<file path="config.mk">
export PLATFORM = sky130hd
export DESIGN_NAME = pu_msp430_watchdog
export DESIGN_NICKNAME = d
export VERILOG_FILES = /design/src/rtl/pu_msp430_wdt_pkg.sv /design/src/rtl/pu_msp430_wdt_counter.sv /design/src/rtl/pu_msp430_watchdog.sv
export SDC_FILE = /design/constraint.sdc
export NUM_CORES = 1
export LEC_CHECK = 0
export BUFFER_PORTS_ARGS = -buffer_cell sky130_fd_sc_hd__buf_4
export CORE_UTILIZATION = 50
export CTS_CLUSTER_SIZE = 8
export DETAILED_ROUTE_END_ITERATION = 6
export PLACE_DENSITY = 0.84
export SLEW_MARGIN = 20
export SYNTH_ARGS = -nofsm -noshare
export SYNTH_HDL_FRONTEND = slang
export SYNTH_SLANG_ARGS = --single-unit
</file>
<file path="constraint.sdc">
create_clock -name mclk -period 2.27 [get_ports mclk]
set_input_delay 0.227 -clock mclk [delete_from_list [all_inputs] [get_ports mclk]]
set_output_delay 0.227 -clock mclk [all_outputs]
set_load 0.01 [all_outputs]
</file>
<file path="src/rtl/pu_msp430_wdt_pkg.sv">
// -----------------------------------------------------------------------------
// pu_msp430_wdt_pkg
//   Shared definitions for the watchdog/interval timer peripheral:
//   WDTCTL bit positions, read/write passwords, the interval-select
//   encoding and the interval-select -> tap-mask mapping.
// -----------------------------------------------------------------------------
package pu_msp430_wdt_pkg;

    // WDTCTL bit positions
    localparam int unsigned WDT_HOLD   = 7;
    localparam int unsigned WDT_NMIES  = 6;
    localparam int unsigned WDT_NMI    = 5;
    localparam int unsigned WDT_TMSEL  = 4;
    localparam int unsigned WDT_CNTCL  = 3;
    localparam int unsigned WDT_SSEL   = 2;
    localparam int unsigned WDT_IS_MSB = 1;
    localparam int unsigned WDT_IS_LSB = 0;

    // Password in the upper byte: required on writes, returned on reads
    localparam logic [7:0] WDT_PW_WR = 8'h5A;
    localparam logic [7:0] WDT_PW_RD = 8'h69;

    // Interval select: number of ticks between expiries
    typedef enum logic [1:0] {
        WDT_IS_32K = 2'b00,
        WDT_IS_8K  = 2'b01,
        WDT_IS_512 = 2'b10,
        WDT_IS_64  = 2'b11
    } wdt_is_e;

    // Low counter bits that must all be ones for the selected interval to expire
    function automatic logic [15:0] wdt_tap_mask(input wdt_is_e is_sel);
        logic [15:0] mask;
        case (is_sel)
            WDT_IS_32K: mask = 16'h7FFF;
            WDT_IS_8K:  mask = 16'h1FFF;
            WDT_IS_512: mask = 16'h01FF;
            default:    mask = 16'h003F;
        endcase
        return mask;
    endfunction

endpackage

</file>
<file path="src/rtl/pu_msp430_wdt_counter.sv">
// -----------------------------------------------------------------------------
// pu_msp430_wdt_counter
//   16-bit watchdog counter with interval tap compare.
//   Ports:
//     mclk, puc_rst : clock, asynchronous active-high reset
//     tick          : count enable (clock-source tick, already HOLD-gated)
//     clr           : synchronous clear (CNTCL write); overrides tick
//     wdt_is        : interval select
//     expire        : combinational, high in the cycle whose tick completes
//                     the selected interval
// -----------------------------------------------------------------------------
module pu_msp430_wdt_counter
    import pu_msp430_wdt_pkg::*;
(
    input  logic    mclk,
    input  logic    puc_rst,
    input  logic    tick,
    input  logic    clr,
    input  wdt_is_e wdt_is,
    output logic    expire
);

    logic [15:0] cnt_q;
    logic [15:0] cnt_d;
    logic [15:0] tap_mask;

    // The interval is detected on the low bits only, so changing IS never
    // clears the counter: accumulated low bits count toward the new tap.
    always_comb begin
        tap_mask = wdt_tap_mask(wdt_is);
        expire   = tick & ~clr & ((cnt_q & tap_mask) == tap_mask);
        cnt_d    = cnt_q;
        if (clr || expire) begin
            cnt_d = '0;
        end else if (tick) begin
            cnt_d = cnt_q + 16'd1;
        end
    end

    always_ff @(posedge mclk or posedge puc_rst) begin
        if (puc_rst) begin
            cnt_q <= '0;
        end else begin
            cnt_q <= cnt_d;
        end
    end

endmodule

</file>
<file path="src/rtl/pu_msp430_watchdog.sv">
// -----------------------------------------------------------------------------
// pu_msp430_watchdog
//   Watchdog / interval timer peripheral with password-protected WDTCTL.
//   Ports:
//     mclk, puc_rst          : clock, asynchronous active-high reset
//     per_addr/din/en/we     : peripheral bus (word address, byte enables)
//     per_dout               : read data, zero when not selected
//     smclk_en, aclk_en      : clock-source tick enables (mclk synchronous)
//     wdtie                  : interrupt enable from SFR
//     wdtifg_sw_set/_sw_clr  : software set/clear of the flag from SFR
//     wdtifg_irq_clr         : interval IRQ accepted by the CPU
//     wdtifg                 : watchdog interrupt flag
//     wdtnmies, wdtnmi       : WDTCTL[6], WDTCTL[5]
//     wdt_irq                : interval interrupt request
//     wdt_reset              : one-cycle PUC request
// -----------------------------------------------------------------------------
module pu_msp430_watchdog
    import pu_msp430_wdt_pkg::*;
#(
    parameter logic [14:0] BASE_ADDR = 15'h0120,
    parameter int unsigned DEC_WD    = 2
) (
    input  logic        mclk,
    input  logic        puc_rst,
    input  logic [13:0] per_addr,
    input  logic [15:0] per_din,
    input  logic        per_en,
    input  logic [1:0]  per_we,
    input  logic        smclk_en,
    input  logic        aclk_en,
    input  logic        wdtie,
    input  logic        wdtifg_sw_set,
    input  logic        wdtifg_sw_clr,
    input  logic        wdtifg_irq_clr,
    output logic [15:0] per_dout,
    output logic        wdtifg,
    output logic        wdtnmies,
    output logic        wdtnmi,
    output logic        wdt_irq,
    output logic        wdt_reset
);

    // WDTCTL is stored with the CNTCL bit held at zero so it reads back as 0
    logic [7:0] wdtctl_q;
    logic [7:0] wdtctl_d;
    logic       wdtifg_q;
    logic       wdtifg_d;
    logic       wdt_reset_q;
    logic       wdt_reset_d;

    logic       reg_hit;
    logic       wr_any;
    logic       wr_ok;
    logic       pw_viol;
    logic       tick;
    logic       cnt_clr;
    logic       expire;
    logic       tmsel;

    assign tmsel = wdtctl_q[WDT_TMSEL];

    always_comb begin
        // Block decode on the upper address bits, register offset 0 within it
        reg_hit = per_en
                  && (per_addr[13:DEC_WD-1] == BASE_ADDR[14:DEC_WD])
                  && (per_addr[DEC_WD-2:0] == '0);

        wr_any  = reg_hit && (per_we != 2'b00);
        wr_ok   = wr_any && (per_we == 2'b11) && (per_din[15:8] == WDT_PW_WR);
        pw_viol = wr_any && !wr_ok;

        wdtctl_d = wdtctl_q;
        if (wr_ok) begin
            wdtctl_d = per_din[7:0];
            wdtctl_d[WDT_CNTCL] = 1'b0;
        end

        tick    = !wdtctl_q[WDT_HOLD] && (wdtctl_q[WDT_SSEL] ? aclk_en : smclk_en);
        cnt_clr = wr_ok && per_din[WDT_CNTCL];

        // Set wins over clear
        wdtifg_d = wdtifg_q;
        if (expire || wdtifg_sw_set) begin
            wdtifg_d = 1'b1;
        end else if (wdtifg_sw_clr || (wdtifg_irq_clr && tmsel)) begin
            wdtifg_d = 1'b0;
        end

        // Violation and expiry in the same cycle merge into a single pulse
        wdt_reset_d = pw_viol || (expire && !tmsel);

        per_dout = '0;
        if (reg_hit && (per_we == 2'b00)) begin
            per_dout = {WDT_PW_RD, wdtctl_q};
        end
    end

    always_ff @(posedge mclk or posedge puc_rst) begin
        if (puc_rst) begin
            wdtctl_q    <= '0;
            wdtifg_q    <= 1'b0;
            wdt_reset_q <= 1'b0;
        end else begin
            wdtctl_q    <= wdtctl_d;
            wdtifg_q    <= wdtifg_d;
            wdt_reset_q <= wdt_reset_d;
        end
    end

    pu_msp430_wdt_counter u_counter (
        .mclk    (mclk),
        .puc_rst (puc_rst),
        .tick    (tick),
        .clr     (cnt_clr),
        .wdt_is  (wdt_is_e'(wdtctl_q[WDT_IS_MSB:WDT_IS_LSB])),
        .expire  (expire)
    );

    assign wdtifg    = wdtifg_q;
    assign wdtnmies  = wdtctl_q[WDT_NMIES];
    assign wdtnmi    = wdtctl_q[WDT_NMI];
    assign wdt_irq   = wdtifg_q && wdtie && tmsel;
    assign wdt_reset = wdt_reset_q;

endmodule

</file>
# Word-level counts from Yosys, hierarchy flattened
# Index checks and enable logic that the tools add are counted.
# totals
latch_bits	0
ramBits	0
reg_bits	25
mem_bits_ro	0
n_memories	0
# op_classes
n_reduce_logical	25
magnitude_cmp	0
n_div	0
eq_ne	6
multipliers	0
n_bitwise	5
n_shift	0
addsub	1
n_mux	7
# op_table
cell	count
15-bit case mux with 3 select lines	1
16-bit 2-to-1 mux	2
16-bit by 1-bit adder with 16-bit output, second input constant	1
16-bit by 15-bit AND with 16-bit output	1
16-bit by 15-bit equality test with 1-bit output	1
15-bit 2-to-1 mux	1
13-bit by 7-bit equality test with 1-bit output, second input constant	1
1-bit logical AND	13
8-bit by 7-bit equality test with 1-bit output, second input constant	1
2-bit nonzero test	3
2-bit equality test, second input constant	2
2-bit logical NOT	2
1-bit logical OR	4
1-bit logical NOT	3
1-bit 2-to-1 mux	3
1-bit AND	2
2-bit by 1-bit equality test with 1-bit output, second input constant	1
1-bit NOT	2

# Depth between registers and ports, before layout
# Gate-level depths: netlist (run 1).
# logic_depth
depth_word	12
mapped_depth	7

# By module
# A second synthesis (run 1) with hierarchy kept.
# hier_totals
hier_cells	133
area_unflattened_um2	1442.6
# modules_own_cells
module	cells_each	n_inst	area_per_inst_um2	seq_area_each_um2
pu_msp430_wdt_counter	79	1	868.3	375.4
pu_msp430_watchdog	54	1	574.3	225.2

# Worst setup path after synthesis (run 1)
# Ideal clock, no wire load.
# synth_path
kind	input-to-output
startpoint	in per_addr[6]
endpoint	out per_dout[11]
stages	5
setup_slack_ns	0.623
arrival_ns	1.420
n_path_buf	2
path_cell_list	nor4b_1 and4_2 clkbuf_1 and2_1 buf_4
# synth_between
elab_chain_len	5
# synth_rtl
element	line_no	source
from (decl)	pu_msp430_watchdog.sv:25	input logic [13:0] per_addr,
13-bit by 7-bit equality test with 1-bit output	pu_msp430_watchdog.sv:65	&& (per_addr[13:DEC_WD-1] == BASE_ADDR[14:DEC_WD])
1-bit logical AND	pu_msp430_watchdog.sv:65	
1-bit logical AND	pu_msp430_watchdog.sv:66	&& (per_addr[DEC_WD-2:0] == '0);
1-bit logical AND	pu_msp430_watchdog.sv:93	if (reg_hit && (per_we == 2'b00)) begin
15-bit 2-to-1 mux	pu_msp430_watchdog.sv:93	
to (decl)	pu_msp430_watchdog.sv:35	output logic [15:0] per_dout,
# Every way passes these cells.

# Final worst setup path (run 1)
# layout_path
startpoint	reg wdtctl_q[7]
endpoint	reg u_counter.cnt_q[14]
# layout_between
elab_chain_len	6
elab_cells_between_ends	7
# layout_rtl
element	line_no	source
from (decl)	pu_msp430_watchdog.sv:44	logic [7:0] wdtctl_q;
from (signal assigned)	pu_msp430_watchdog.sv:104	wdtctl_q <= wdtctl_d;
1-bit logical NOT (*)	pu_msp430_watchdog.sv:78	tick = !wdtctl_q[WDT_HOLD] && (wdtctl_q[WDT_SSEL] ? aclk_en : smclk_en);
1-bit logical AND (*)	pu_msp430_watchdog.sv:78	
1-bit AND (2 in a row)	pu_msp430_wdt_counter.sv:31	expire = tick & ~clr & ((cnt_q & tap_mask) == tap_mask);
1-bit logical OR	pu_msp430_wdt_counter.sv:33	if (clr || expire) begin
16-bit 2-to-1 mux / 2-bit nonzero test (equally long branches)	n/a	
to (signal assigned)	pu_msp430_wdt_counter.sv:44	cnt_q <= cnt_d;
to (decl)	pu_msp430_wdt_counter.sv:23	logic [15:0] cnt_q;
# Every way passes the cells marked *; elsewhere a longest branch is shown, timed or not.
# A chain may end at the register's enable or synchronous reset.

==> results.ini, run 1 <==
[power_and_ir_drop]
p_sw_uw = 326
p_sw_frac = 0.287
leakage_nw = 0.939
clkPwrFrac = 0.271
seqPwrFrac = 0.510
powerDensity_nw_per_um2 = 605
intPower_uw = 811
total_power_mw = 1.14
comb_power_share = 0.219
ir_worst_vdd_mv = 0.511

[grt]
grt_pass1_vias = 1214
grt_overflow = 0
antenna_found_initial = 0
grt_max_degree = 25
grt_pass1_wl_um = 5120
grt_usage = 0.209

[sta]
slew-limit-headroom = 0.404
timing.fmax_mhz = 530
hold_ws_ns = 0.0808
fin_crit_ns = 1.89
skew_ns = 0.0108
setup_tns_ns = 0
hold_violations = 0
grt_setup_unrepaired = false
slew_viol_final = 0
final.period_utilization = 0.831
final-setup-viol-count = 0
worstMarginPinSlew_ns = 0.894

[critical_path]
slowest_delay_ns = 0.48
cp-end-kind = flip-flop
cp.buffers_inverters = 0
cp_slowest_cell = dfrtp_1
crit_family = simple AND/OR/NAND/NOR gates
cp_data_required_time_ns = 2.46
worstSetupPathType = flip-flop to flip-flop
worstPathMaxFanout = 15
cp-start-kind = flip-flop
path_cells = nand2b_1 > nor3_4 > o211ai_1 > nand2_1 > nor2_1
cp.arrival_ns = 2.08

[detailed_routing]
drc = 0
vias_per_cell = 5.37
antenna_left = 0
wl_um = 3070
vias = 1203
routedWlPerCell_um = 13.7
firstDrtPassIters = 4
dr.first_iter.drc_count = 22

[cells_and_area]
nets = 237
synthToLayoutAreaGrowth_pct = 32.1
fillers = 180
diodes = 0
final_layout_size_suffix_gt1_frac = 0.392

[synthesis]
ys_ff_latch = 24
yosys_warnings = 0
synth_edf_count = 0
synth.yosys.seq_area_share = 0.422
synth_ff_type = dfrtp_1
syn_inst = 140
syn_area_sq_um = 1420
postSynthAreaPerCell_sq_um = 10.2
async_flop_share = 1.00
synth_cell_type_count = 38

[clock_tree]
clockBufferDepth = 2
cts.sinks = 24
cts_buffers = 3
cts_max_level = 1
cts_setup_buffers = 0
postCtsHoldBufs = 0
cts_root_buf = clkbuf_4
clkTransAtPathRegs_ns = 0.14
cts_tree = done
clk_latency_ns = 0.32
cts_resized = 0

[floorplan]
coreArea_sq_um = 2590
initial_core_util = 0.549
die_y_um = 55.3
fp-row-count = 18
dieArea_sq_um = 3060
pin_count = 62
die_width_um = 55.3

[placement]
gp_congestion = 0.742
portBuffers = 56
dp_hpwl_um = 2400

[flow_run]
cap_violations = 0

[hold_path]
hp-class = input port to asynchronous set/reset pin

[outcome]
outcome = finished clean

[Yosys cell counts, types with 2 or more instances]
cell | n | area share
xor2_1 | 3 | 0.018
buf_4 | 8 | 0.042
dfrtp_1 | 24 | 0.42
nand2_1 | 11 | 0.029
mux2_4 | 7 | 0.074
nor4b_1 | 2 | 0.012
nand4_1 | 4 | 0.018
a31oi_1 | 2 | 0.0088
a21oi_1 | 2 | 0.0070
nand3_1 | 3 | 0.011
and3_1 | 13 | 0.057
inv_1 | 3 | 0.0079
o21ai_0 | 2 | 0.0070
nor3_1 | 2 | 0.0070
xnor2_1 | 10 | 0.062
nor2_1 | 22 | 0.058
[path summary, 6_finish.rpt]
path,cells after the start,slack [ns],end,start
min reg2reg,2,0.54,u_counter.cnt_q[14]$_DFFE_PP0P_,u_counter.cnt_q[14]$_DFFE_PP0P_
min,2,0.08,u_counter.cnt_q[1]$_DFFE_PP0P_,puc_rst
max reg2reg,5,0.38,u_counter.cnt_q[14]$_DFFE_PP0P_,wdtctl_q[7]$_DFFE_PP0P_
max,5,0.38,u_counter.cnt_q[14]$_DFFE_PP0P_,wdtctl_q[7]$_DFFE_PP0P_
max in group asynchronous,2,1.63,u_counter.cnt_q[10]$_DFFE_PP0P_,puc_rst
min in group mclk,3,0.11,wdtifg$_DFFE_PP0P_,wdtifg_sw_set
[through the flow]
stage / setup WS (ns) / cells / cell area (sq um) / utilization
4_1_cts: 0.409 / 224 / 1880 / 0.726
2_1_floorplan: 0.623 / 144 / 1440 / -
3_5_place_dp: 0.346 / 220 / 1830 / 0.705
6_report: 0.383 / 224 / 1880 / 0.726
3_3_place_gp: 0.428 / 220 / 1830 / 0.705
5_1_grt: 0.252 / 224 / 1880 / 0.726
[state kept, by name (all words and copies together), names as in the netlist]
register / flops
wdtctl_q: 7
u_counter.cnt_q: 15
wdt_reset: 1
wdtifg: 1
[cell usage in the layout, fill, tap and decap left out, types with 2 or more instances in the layout]
cell      synthesis  routed
a21oi_1           2       2
a31oi_1           2       2
and3_1           13      13
buf_4             8      56
clkbuf_4          0       3
conb_1            1       5
dfrtp_1          24      24
inv_1             3       3
mux2_4            7       7
nand2_1          11      11
nand3_1           3       3
nand4_1           4       4
nor2_1           22      22
nor3_1            2       2
nor4b_1           2       2
o21ai_0           2       2
xnor2_1          10      10
xor2_1            3       3
[power groups by stage]
stage	clock network, mW	registers, mW	logic, mW
6_report	0.308	0.580	0.249
5_1_grt	0.329	0.595	0.285
3_5_place_dp	0	0.587	0.249
2_1_floorplan	0	0.569	0.172
3_3_place_gp	0	0.580	0.239
4_1_cts	0.313	0.577	0.252
[cell type report]
type	count	area (sq um)	area share
Clock buffer	3	22.5	0.0120
Clock inverter	1	30.0	0.0160
Inverter	3	11.3	0.00599
Multi-Input combinational cell	107	757	0.403
Sequential cell	24	601	0.320
Tap cell	30	37.5	0.0200
Timing Repair Buffer	56	420	0.224
[layer usage]
layer	global-route usage	routed length [um]	vias up	share of wire
met4	0.0929	33	0	0.011
li1	-	-	586	-
met2	0.373	1610	58	0.52
met3	0.0375	186	4	0.061
met1	0.241	1240	555	0.40
met5	0	0	-	0
[worst register-to-register path: cells and delay by family, from the launching register on]
family / cells / cell delay, ns
and+or+nand+nor: 4 / 1.10
DFF: 1 / 0.48
AOI/OAI and AO/OA: 1 / 0.18
[kinds of logic after synthesis]
family | Yosys count | synth area share
simple gates | 71 | 0.308
flops | 24 | 0.422
xor+xnor | 13 | 0.0800
buf+inv | 13 | 0.0563
compound gates | 9 | 0.0387
mux | 8 | 0.0836
fa+ha+maj | 1 | 0.00879
other cells | 1 | 0.00264
Note: power is estimated with default switching activity, not from simulation.
==> inputs of run 2 (changes only) <==
- CORE_UTILIZATION: 50 -> 42
- PLACE_DENSITY: 0.84 -> 0.75
- clock period: 2.27 -> 1.5 ns (I/O delays scaled with it)
==> results.ini, run 2 (synthesis results as in run 1) <==
[cells_and_area]
fillers = 229  ; +27%
top_register = u_counter.cnt_q
layout_common_cells = buf_4 (72), dfrtp_1 (24), and3_1 (13)
multi_input_area_sq_um = 903  ; +19%
diodes = 0  ; unchanged
final_layout_size_suffix_gt1_frac = 0.537  ; +0.145
layout_commonest_cell = buf_4
reg_top3 = u_counter.cnt_q: 15 flops, wdtctl_q: 7 flops
nets = 259  ; +9.3%
largest_register_ffs = 15  ; unchanged
synthToLayoutAreaGrowth_pct = 58.1
regArea_sq_um = 601  ; unchanged

[clock_tree]
cts_buffers = 3  ; unchanged
cts_tree = done
cts_max_level = 1  ; unchanged
cts_root_buf = clkbuf_4
clk_latency_ns = 0.31  ; about the same
cts.sinks = 24  ; unchanged
clkTransAtPathRegs_ns = 0.14  ; about the same
clockBufferDepth = 2  ; unchanged

[critical_path]
cp_data_required_time_ns = 1.75  ; -0.71 ns
cp.arrival_ns = 1.83  ; -0.25 ns
cp-start-kind = flip-flop
worstPathMaxFanout = 7  ; -8
worstSetupPathType = flip-flop to flip-flop
cp-end-kind = flip-flop

[detailed_routing]
dr.first_iter.drc_count = 35  ; +59%
vias_per_cell = 5.10  ; -5.0%
firstDrtPassIters = 4  ; unchanged
wl_um = 3680  ; +20%
routedWlPerCell_um = 14.2  ; +3.4%
antenna_left = 0  ; unchanged
vias = 1327  ; +10%
drc = 0  ; unchanged

[grt]
grtUsageMet2 = 0.355  ; -0.0187
grt_pass1_vias = 1317  ; +8.5%
grt_usage = 0.209  ; about the same
use_met1 = 0.256  ; +0.0149
grt_pass1_wl_um = 5660  ; +11%
grt_overflow = 0  ; unchanged
antenna_found_initial = 0  ; unchanged
grt_max_degree = 25  ; unchanged
use_met3 = 0.0346  ; -0.00284
grt.busiest_layer = met2

[power_and_ir_drop]
total_power_mw = 1.99  ; +75%
seqPwrFrac = 0.423  ; -0.087
ir_worst_vdd_mv = 0.778  ; +52%
intPower_mw = 1.39  ; +72%
comb_power_share = 0.340  ; +0.121
p_sw_uw = 596  ; +83%
p_sw_frac = 0.300  ; +0.0129
powerDensity_nw_per_um2 = 884  ; +46%
leakage_nw = 1.10  ; +17%
clkPwrFrac = 0.237  ; -0.034

[hold_path]
hp-class = input port to flip-flop

[sta]
slew_viol_final = 0  ; unchanged
fin_crit_ns = 1.58  ; -0.306 ns
skew_ns = 0.00392  ; -0.00693 ns
setup_tns_ns = -0.812  ; -0.812 ns
worst_slack_ns = -0.0811  ; -0.464 ns
grt_setup_unrepaired = true
hold_ws_ns = 0.0115  ; -0.0694 ns
final.period_utilization = 1.05  ; +0.223
timing.fmax_mhz = 632  ; +19%
hold_violations = 0  ; unchanged
final-setup-viol-count = 16  ; +16

[floorplan]
dieArea_sq_um = 3620  ; +18%
initial_core_util = 0.455  ; -0.0945
coreArea_sq_um = 3130  ; +21%
die_y_um = 60.2  ; +8.8%
pin_count = 62  ; unchanged
fp-row-count = 20  ; +2
die_width_um = 60.2  ; +8.8%

[placement]
dp_hpwl_um = 2570  ; +7.1%
portBuffers = 56  ; unchanged
post-place-ws_ns = -0.153  ; -0.499 ns
gp_congestion = 0.775  ; +4.4%

[outcome]
outcome = finished, violations left
violations = negative setup slack

[flow_run]
cap_violations = 0  ; unchanged

run 2: final cells by class:
type | count | area share
Sequential cell | 24 | 0.267
Inverter | 3 | 0.00501
Tap cell | 44 | 0.0245
Timing Repair Buffer | 77 | 0.279
Multi-Input combinational cell | 108 | 0.402
Clock buffer | 3 | 0.0100
Clock inverter | 1 | 0.0133
run 2: power groups by stage:
stage               sequential, mW  combinational, mW  clock, mW
detailed placement           0.853              0.544          0
finish                       0.841              0.677      0.471
global placement             0.843              0.520          0
CTS                          0.839              0.568      0.484
floorplan                    0.862              0.262          0
global route                 0.856              0.744      0.498
run 2: routing by layer:
layer,vias up,wire [um]
met2,40,1920
met5,-,0
li1,635,-
met4,0,48
met1,646,1580
met3,6,140
run 2: metrics by stage:
stage / std cells / utilization / area [sq um]
after floorplan: 144 / - / 1450
after global placement: 251 / 0.641 / 2010
after detailed placement: 251 / 0.641 / 2010
after CTS: 257 / 0.672 / 2100
after global routing: 260 / 0.719 / 2250
final: 260 / 0.719 / 2250
run 2: final timing paths:
| kind | start | end | slack, ns | depth (start not counted) |
|---|---|---|---|---|
| min in group asynchronous | puc_rst | wdtctl_q[2]$_DFFE_PP0P_ | 0.43 | 4 |
| max reg2reg | wdtctl_q[2]$_DFFE_PP0P_ | u_counter.cnt_q[11]$_DFFE_PP0P_ | -0.08 | 7 |
| min reg2reg | u_counter.cnt_q[14]$_DFFE_PP0P_ | u_counter.cnt_q[14]$_DFFE_PP0P_ | 0.53 | 2 |
| max | wdtctl_q[2]$_DFFE_PP0P_ | u_counter.cnt_q[11]$_DFFE_PP0P_ | -0.08 | 7 |
| max in group asynchronous | puc_rst | u_counter.cnt_q[5]$_DFFE_PP0P_ | 0.84 | 4 |
| min | wdtifg_sw_set | wdtifg$_DFFE_PP0P_ | 0.01 | 3 |
run 2: critical path, stage by stage (launching register included):
cell,delay [ns]
dfrtp_1,0.43
mux2i_4,0.30
buf_6,0.13
nor3_4,0.03
o211ai_1,0.15
nand2_2,0.16
clkbuf_16,0.19
nor2_1,0.11
run 2: repair_timing:
action                                  4_1_cts  5_1_grt
buffers inserted                              1        1
resized for setup                             7       23
endpoints found under the setup margin       26       25
pin swaps                                     5        6
cloned                                        0        2
hold buffers                                  1        0
endpoints found under the hold margin        24        0
==> inputs of run 3 (changes only) <==
- CORE_MARGIN: unset -> 4
- SETUP_SLACK_MARGIN: unset -> 0.1
==> results.ini, run 3 (synthesis results as in run 1) <==
[outcome]
outcome = finished, violations left
violations = negative setup slack

[power_and_ir_drop]
powerDensity_nw_per_um2 = 822  ; -6.9%
ir_worst_vdd_mv = 0.403  ; -48%
total_power_mw = 1.79  ; -9.8%
leakage_nw = 1.10  ; -0.20%

[floorplan]
pin_count = 62  ; unchanged
dieArea_sq_um = 4380  ; +21%
coreArea_sq_um = 3150  ; +0.80%
die_y_um = 66.2  ; +10%
fp-row-count = 20  ; unchanged
initial_core_util = 0.451  ; -0.00361
die_width_um = 66.2  ; +10%

[clock_tree]
clkTransAtPathRegs_ns = 0.13  ; about the same
cts_root_buf = clkbuf_4
cts_max_level = 1  ; unchanged
cts_tree = done
cts_buffers = 3  ; unchanged
clockBufferDepth = 2  ; unchanged
clk_latency_ns = 0.31  ; about the same
cts.sinks = 24  ; unchanged

[sta]
hold_ws_ns = 0.0385  ; +0.0270 ns
slew_viol_final = 0  ; unchanged
final.period_utilization = 1.03  ; -0.0217
worst_slack_ns = -0.0486  ; +0.0325 ns
setup_tns_ns = -0.484  ; +0.328 ns
skew_ns = 0.00184  ; -0.00208 ns
grt_setup_unrepaired = true
final-setup-viol-count = 16  ; unchanged
hold_violations = 0  ; unchanged
fin_crit_ns = 1.55  ; -0.0325 ns
timing.fmax_mhz = 646  ; +2.1%

[grt]
grt.busiest_layer = met2
grt_max_degree = 25  ; unchanged
use_met3 = 0.0629  ; +0.0283
grtUsageMet2 = 0.333  ; -0.0215
antenna_found_initial = 0  ; unchanged
use_met1 = 0.206  ; -0.0499
grt_pass1_wl_um = 6400  ; +13%
grt_usage = 0.191  ; -0.0175
grt_pass1_vias = 1433  ; +8.8%
grt_overflow = 0  ; unchanged

[cells_and_area]
diodes = 0  ; unchanged
fillers = 241  ; +5.2%
layout_commonest_cell = buf_4
layout_common_cells = buf_4 (76), dfrtp_1 (24), nor2_1 (21)
stdcell_count = 263  ; +1.2%
nets = 262  ; +1.2%
top_register = u_counter.cnt_q
reg_top3 = u_counter.cnt_q: 15 flops, wdtctl_q: 7 flops
synthToLayoutAreaGrowth_pct = 53.2
stdcell_area_sq_um = 2180  ; -3.1%
fin_util = 0.691  ; -0.0279
final_layout_size_suffix_gt1_frac = 0.489  ; -0.0485
largest_register_ffs = 15  ; unchanged

[placement]
dp_cells = 255  ; +1.6%
portBuffers = 56  ; unchanged
place_area_sq_um = 2040  ; +1.7%
dp_hpwl_um = 2890  ; +12%
gp_congestion = 0.814  ; +5.1%
post-place-ws_ns = -0.216  ; -0.0632 ns

[detailed_routing]
drc = 0  ; unchanged
dr.first_iter.drc_count = 77  ; +120%
firstDrtPassIters = 4  ; unchanged
wl_um = 4090  ; +11%
antenna_left = 0  ; unchanged
routedWlPerCell_um = 15.5  ; +9.8%
vias = 1342  ; +1.1%
vias_per_cell = 5.10  ; about the same

[critical_path]
cp-end-kind = flip-flop
cp_data_required_time_ns = 1.72  ; -0.03 ns
cp.arrival_ns = 1.77  ; -0.06 ns
cp-start-kind = flip-flop
worstSetupPathType = flip-flop to flip-flop
r2r-start = wdtctl_q[2]$_DFFE_PP0P_
worstPathMaxFanout = 4  ; -3
startpoint = wdtctl_q[2]$_DFFE_PP0P_

[hold_path]
min_from = wdtifg_sw_set
hp-class = input port to flip-flop

[flow_run]
cap_violations = 0  ; unchanged

==> run 3: cell count changes in the layout (fill, tap and decap cells not counted), moves of 2 or more <==
cell     delta
nor2_1      +9
nor2_2      -5
nor2_4      -4
xnor2_1     +2
buf_4       +4
xnor2_2     -2
==> run 3: layout make-up <==
class / count / area (sq um) / share of cell area
inverter: 3 / 11.3 / 0.00517
tap: 44 / 55.1 / 0.0253
sequential: 24 / 601 / 0.276
multi-input combinational: 107 / 833 / 0.382
timing repair buffer: 81 / 643 / 0.295
clock buffer: 4 / 36.3 / 0.0166
==> run 3: power by group <==
group          switching [mW]  internal, mW  total, mW
clock network           0.194         0.148      0.342
registers              0.0860         0.756      0.842
logic                   0.271         0.338      0.608
==> run 3: final timing paths <==
check                                             endpoint  slack (ns)  cells past startpoint
max                        u_counter.cnt_q[13]$_DFFE_PP0P_       -0.05                      5
min                                     wdtifg$_DFFE_PP0P_        0.04                      3
max reg2reg                u_counter.cnt_q[13]$_DFFE_PP0P_       -0.05                      5
min reg2reg                u_counter.cnt_q[14]$_DFFE_PP0P_        0.56                      2
max in group asynchronous   u_counter.cnt_q[3]$_DFFE_PP0P_        0.82                      4
min in group asynchronous          wdtctl_q[5]$_DFFE_PP0P_        0.44                      4
==> run 3: per-layer routing <==
layer,wire (um),vias to the layer above
met2,2080,67
met3,336,20
met1,1530,622
li1,-,633
met4,141,0
met5,0,-
==> run 3: repair_timing <==
action	in CTS	in global routing
setup endpoints to repair	27	26
hold buffers	1	0
resized for setup	9	3
buffers inserted	1	3
hold endpoints to repair	24	0
pin swaps	7	2
==> run 3: critical path: stages, from the launching register on <==
cell     delay (ns)
dfrtp_1        0.44
mux2i_4        0.22
or4_4          0.46
nor3_4         0.14
xnor2_1        0.14
nor2_1         0.05
